`src/rtl/seg7_to_bcd.sv`:
```
// Seven-segment receiver: synchronizes SEG, waits for a stable pattern, then decodes it
// back to a BCD digit with blank/error status and a saturating error counter.
module seg7_to_bcd #(
    parameter int unsigned STABLE_CYCLES = 4
) (
    input  logic       clk,
    input  logic       rst_n,
    input  logic [6:0] SEG,
    input  logic       COMC,
    output logic [3:0] BCD,
    output logic       valid,
    output logic       blank,
    output logic       err,
    output logic       upd,
    output logic [7:0] err_cnt
);

    // One-hot so the status outputs come straight from state flops.
    typedef enum logic [2:0] {
        StBlank = 3'b010,
        StDigit = 3'b100,
        StError = 3'b001
    } state_e;

    localparam logic [3:0] CntMax    = 4'(STABLE_CYCLES);
    localparam logic [3:0] CommitCnt = 4'(STABLE_CYCLES - 1);

    logic [6:0] s1, s2, p, cand, cpat;
    logic [3:0] cnt;
    logic [3:0] dec_digit;
    logic       dec_hit;
    logic       commit, changed;
    state_e     state;

    assign p       = COMC ? ~s2 : s2;
    assign commit  = (p == cand) && (cnt == CommitCnt);
    assign changed = commit && (p != cpat);

    assign {valid, blank, err} = state;

    always_comb begin
        dec_hit   = 1'b1;
        dec_digit = 4'd0;
        unique case (p)
            7'b1111110: dec_digit = 4'd0;
            7'b0110000: dec_digit = 4'd1;
            7'b1101101: dec_digit = 4'd2;
            7'b1111001: dec_digit = 4'd3;
            7'b0110011: dec_digit = 4'd4;
            7'b1011011: dec_digit = 4'd5;
            7'b1011111: dec_digit = 4'd6;
            7'b1110000: dec_digit = 4'd7;
            7'b1111111: dec_digit = 4'd8;
            7'b1111011: dec_digit = 4'd9;
            default:    dec_hit   = 1'b0;
        endcase
    end

    always_ff @(posedge clk or negedge rst_n) begin
        if (!rst_n) begin
            s1      <= '0;
            s2      <= '0;
            cand    <= '0;
            cnt     <= '0;
            cpat    <= '0;
            BCD     <= '0;
            upd     <= 1'b0;
            err_cnt <= '0;
            state   <= StBlank;
        end else begin
            s1  <= SEG;
            s2  <= s1;
            upd <= changed;

            if (p != cand) begin
                cand <= p;
                cnt  <= '0;
            end else if (cnt < CntMax) begin
                cnt <= cnt + 4'd1;
            end

            if (changed) begin
                cpat <= p;
                if (dec_hit) begin
                    BCD   <= dec_digit;
                    state <= StDigit;
                end else if (p == 7'd0) begin
                    state <= StBlank;
                end else begin
                    state <= StError;
                    if (err_cnt != 8'hff) err_cnt <= err_cnt + 8'd1;
                end
            end
        end
    end

endmodule
```
`config.mk`:
```
export PLATFORM = sky130hd
export DESIGN_NAME = seg7_to_bcd
export DESIGN_NICKNAME = d
export VERILOG_FILES = /design/src/rtl/seg7_to_bcd.sv
export SDC_FILE = /design/constraint.sdc
export NUM_CORES = 1
export LEC_CHECK = 0
export ABC_AREA = 0
export BUFFER_PORTS_ARGS = -buffer_cell sky130_fd_sc_hd__buf_2
export CAP_MARGIN = 15
export CORE_ASPECT_RATIO = 1.75
export CORE_MARGIN = 3
export CORE_UTILIZATION = 40
export DETAILED_ROUTE_END_ITERATION = 12
export PLACE_DENSITY_LB_ADDON = 0.05
export SLEW_MARGIN = 5
export SYNTH_ARGS = -nofsm -noshare
export SYNTH_HDL_FRONTEND = slang
export SYNTH_SLANG_ARGS = --single-unit
```
`constraint.sdc`:
```
create_clock -name clk -period 2.05 [get_ports clk]
set_input_delay 0.1025 -clock clk [delete_from_list [all_inputs] [get_ports clk]]
set_output_delay 0.1025 -clock clk [all_outputs]
set_load 0.05 [all_outputs]
```
==> impl_results.md <==
* Status: finished with violations
* Failing checks: negative setup slack
* Leak at around 1.6 nW
* Critical path required time at 2.25 ns
* Reg-to-reg startpoint: s2[0]
* Reg2reg path depth at 8
* Relative slew margins at 0.633
* Diodes inserted at 0
* Hold Crit Class: input pin to async pin
* DIE WIDTH at 64.6 um
* H-tree levels at 2
* Setup Skew at 0.00548 ns
* Ys Warns at 0
* Largest net degree at the start of global routing at 26
* Antenna violations before repair at 0
* Syn Nets at 234
* Final worst slack at -0.163 ns
* GR Util met2 at 0.351
* Final wirelength at 5960 um
* Min Tclk post-route at 2.21 ns
* DRT Pass-1 Iters at 4
* Max Freq at around 450 MHz
* Worst setup EP type: register
* Setup crit end: err_cnt[6]
* Commonest non-fill, non-tap cell in the layout: buf_4
* CTS root buffer: clkbuf_8
* Worst flop-to-flop path endpoint: err_cnt[6]
* Finished Layout Cells at between 300 and 400
* CTS tree: done
* Sequential share of the synthesized area at 0.501
* Post-synthesis register bit count at 48
* First-pass GRT wire length at 9630 um
* Reg2Reg Setup Slack at -0.16 ns
* Area growth, synth to finish at 44.4%
* Final #Nets at 324
* Power density over the cells at 539 nW/um^2
* GPL Wtd Cong at 0.818
* Fin crit share at 1.08
* Core ar. at 5680 um^2
* Cell Area, Synth at 2400 um^2
* Die Footprint at about 7000 um^2
* Routing usage on met3 at 0.0312
* Setup Crit Path Kind: register to register
* Post-Synthesis Cells at roughly 220
* Worst-case vdd ir drop at 0.000485 V
* All-Layer GR Usage at 0.183
* Crit path launch: s2[0]
* Unrepaired setup endpoints after global routing: true
* Max clock buf depth at 2
* Syn avg cell area at 10.8 um^2
* DRC violations left at 0
* Max Slew Vio Count at 0
* Clk_lat worst skew at just over 0.3 ns
* Slew @ Worst Pin at 0.551 ns
* CTS clk-pin slew, worst paths at 0.09 ns
* GRT busiest layer: met2
* Num ports at 26
* Rows at 36
* Clk sinks at 48
* Avg WL per Cell at around 15 um
* Synth cell types at 51
* Hpwl dp at roughly 4300 um
* GRT met1 Usage at 0.197
* Setup Viol. Count Final at 19
* # port buffers at 25
* Starting density of the core at 0.423
* Detail Route Antenna Nets at 0
* Vias in the first global route at 2024
* Endpoints failing hold at 0
* Crit path DAT at 2.41 ns
* CTS Buf Count at 5
* Most frequent cells in the layout: buf_4, dfrtp_1, buf_2
* Post-Place Worst Slack at -0.281 ns
* Fillers at 524
* Fraction of layout cells with a size suffix above 1 at 0.466
* Max-cap viol count at 0
* GRT overflow at 0
* Die Ht at 109 um
* Total power at 1.87 mW
* Crit path max fanout at 5
* Vias at 2018
* CP Launch Type: register
* DP Cell Count at 359
* Drt via density at 5.19
* Drt initial violations at 59
synthesized netlist by cell type (all sizes together):
cell type / instances / share of area
a211o: 1 / 0.0036
a211oi: 2 / 0.011
a21oi: 2 / 0.0042
a222oi: 1 / 0.0042
a22oi: 3 / 0.0094
a31oi: 1 / 0.0026
a32oi: 1 / 0.0068
a41o: 1 / 0.0042
and2: 1 / 0.0026
and3: 3 / 0.0078
and4: 3 / 0.011
buf: 12 / 0.034
dfrtp: 47 / 0.49
dfstp: 1 / 0.011
ha: 2 / 0.010
inv: 2 / 0.0031
mux2: 7 / 0.034
mux2i: 1 / 0.0042
nand2: 24 / 0.038
nand2b: 6 / 0.016
nand3: 7 / 0.020
nand4: 9 / 0.023
nand4b: 1 / 0.0036
nand4bb: 1 / 0.0047
nor2: 15 / 0.023
nor2b: 1 / 0.0026
nor3: 5 / 0.010
nor4: 3 / 0.0078
o211ai: 2 / 0.0062
o21ai: 14 / 0.029
o22ai: 5 / 0.016
o32ai: 2 / 0.0073
o41a: 1 / 0.0047
or2: 2 / 0.0052
or3b: 1 / 0.0036
or4: 3 / 0.011
or4b: 1 / 0.0042
or4bb: 1 / 0.0047
xnor2: 8 / 0.029
xor2: 19 / 0.076
worst min path at each step:
stage / startpoint / to / slack, ns
final: rst_n / cand[0] / 0.30
after global routing: rst_n / cand[0] / 0.36
after CTS: COMC / cand[0] / 0.28
after detailed placement: rst_n / cpat[0] / 0.13
after global placement: rst_n / cand[0] / 0.12
after floorplan: rst_n / BCD[0] / -0.19
logic make-up (layout without fill, tap and decap cells):
family,count (synthesis),after routing,share of synthesized area
adder cells (fa/ha/maj),2,2,0.0104
XOR/XNOR,27,27,0.105
buffers and inverters,14,105,0.0375
AO/OA/AOI/OAI,36,36,0.109
flip-flops,48,48,0.501
AND/OR/NAND/NOR,87,87,0.199
multiplexers,8,8,0.0385
area by class of cell:
class	instances	area, um^2	area share
multi-input cells	160	1330	0.382
flip-flops and latches	48	1210	0.349
repair buffers	95	738	0.213
well taps	76	95.1	0.0274
clock buffers	5	68.8	0.0198
clock inverters	3	22.5	0.00649
inverters	2	7.51	0.00216
flip-flops by register name, summed over array words and instances (netlist names):
register / cells
BCD: 4
cand: 7
cnt: 4
cpat: 7
err_cnt: 8
s1: 7
s2: 7
state: 3
upd: 1
stage by stage:
stage                     utilization  setup TNS, ns  cell area [um^2]  hold WS, ns
final                           0.611          -1.27              3470        0.304
after CTS                       0.580          -1.83              3290        0.283
after global routing            0.611          -3.37              3470        0.357
after detailed placement        0.519          -3.40              2940        0.131
after floorplan                     -         -0.181              2450       -0.193
after global placement          0.519          -2.94              2940        0.125
where the power goes:
group	leakage [nW]	internal, mW	switching [mW]
Combinational	0.955	0.140	0.141
Sequential	0.610	0.975	0.0304
Clock	0.0485	0.245	0.337
critical path: stages, from the launching register on:
cell	delay (ns)
dfrtp_2	0.42
clkbuf_2	0.16
nand2_2	0.10
o22ai_4	0.10
a222oi_1	0.47
buf_4	0.19
nand4_1	0.13
nor3_2	0.21
mux2_1	0.33
timing repair:
| action | CTS | global route |
|---|---|---|
| pin swaps | 13 | 16 |
| hold endpoints to repair | 30 | 0 |
| endpoints found under the setup margin | 21 | 22 |
| gates resized for setup | 29 | 21 |
| setup buffers | 7 | 7 |
| hold buffers | 8 | 0 |
per-layer routing:
metal  share of wire  vias to the layer above
met4           0.024                        0
met5               0                        -
met2            0.57                       53
met3           0.030                       10
li1                -                      964
met1            0.37                      991
No activity file was read; power rests on OpenSTA's default activity.
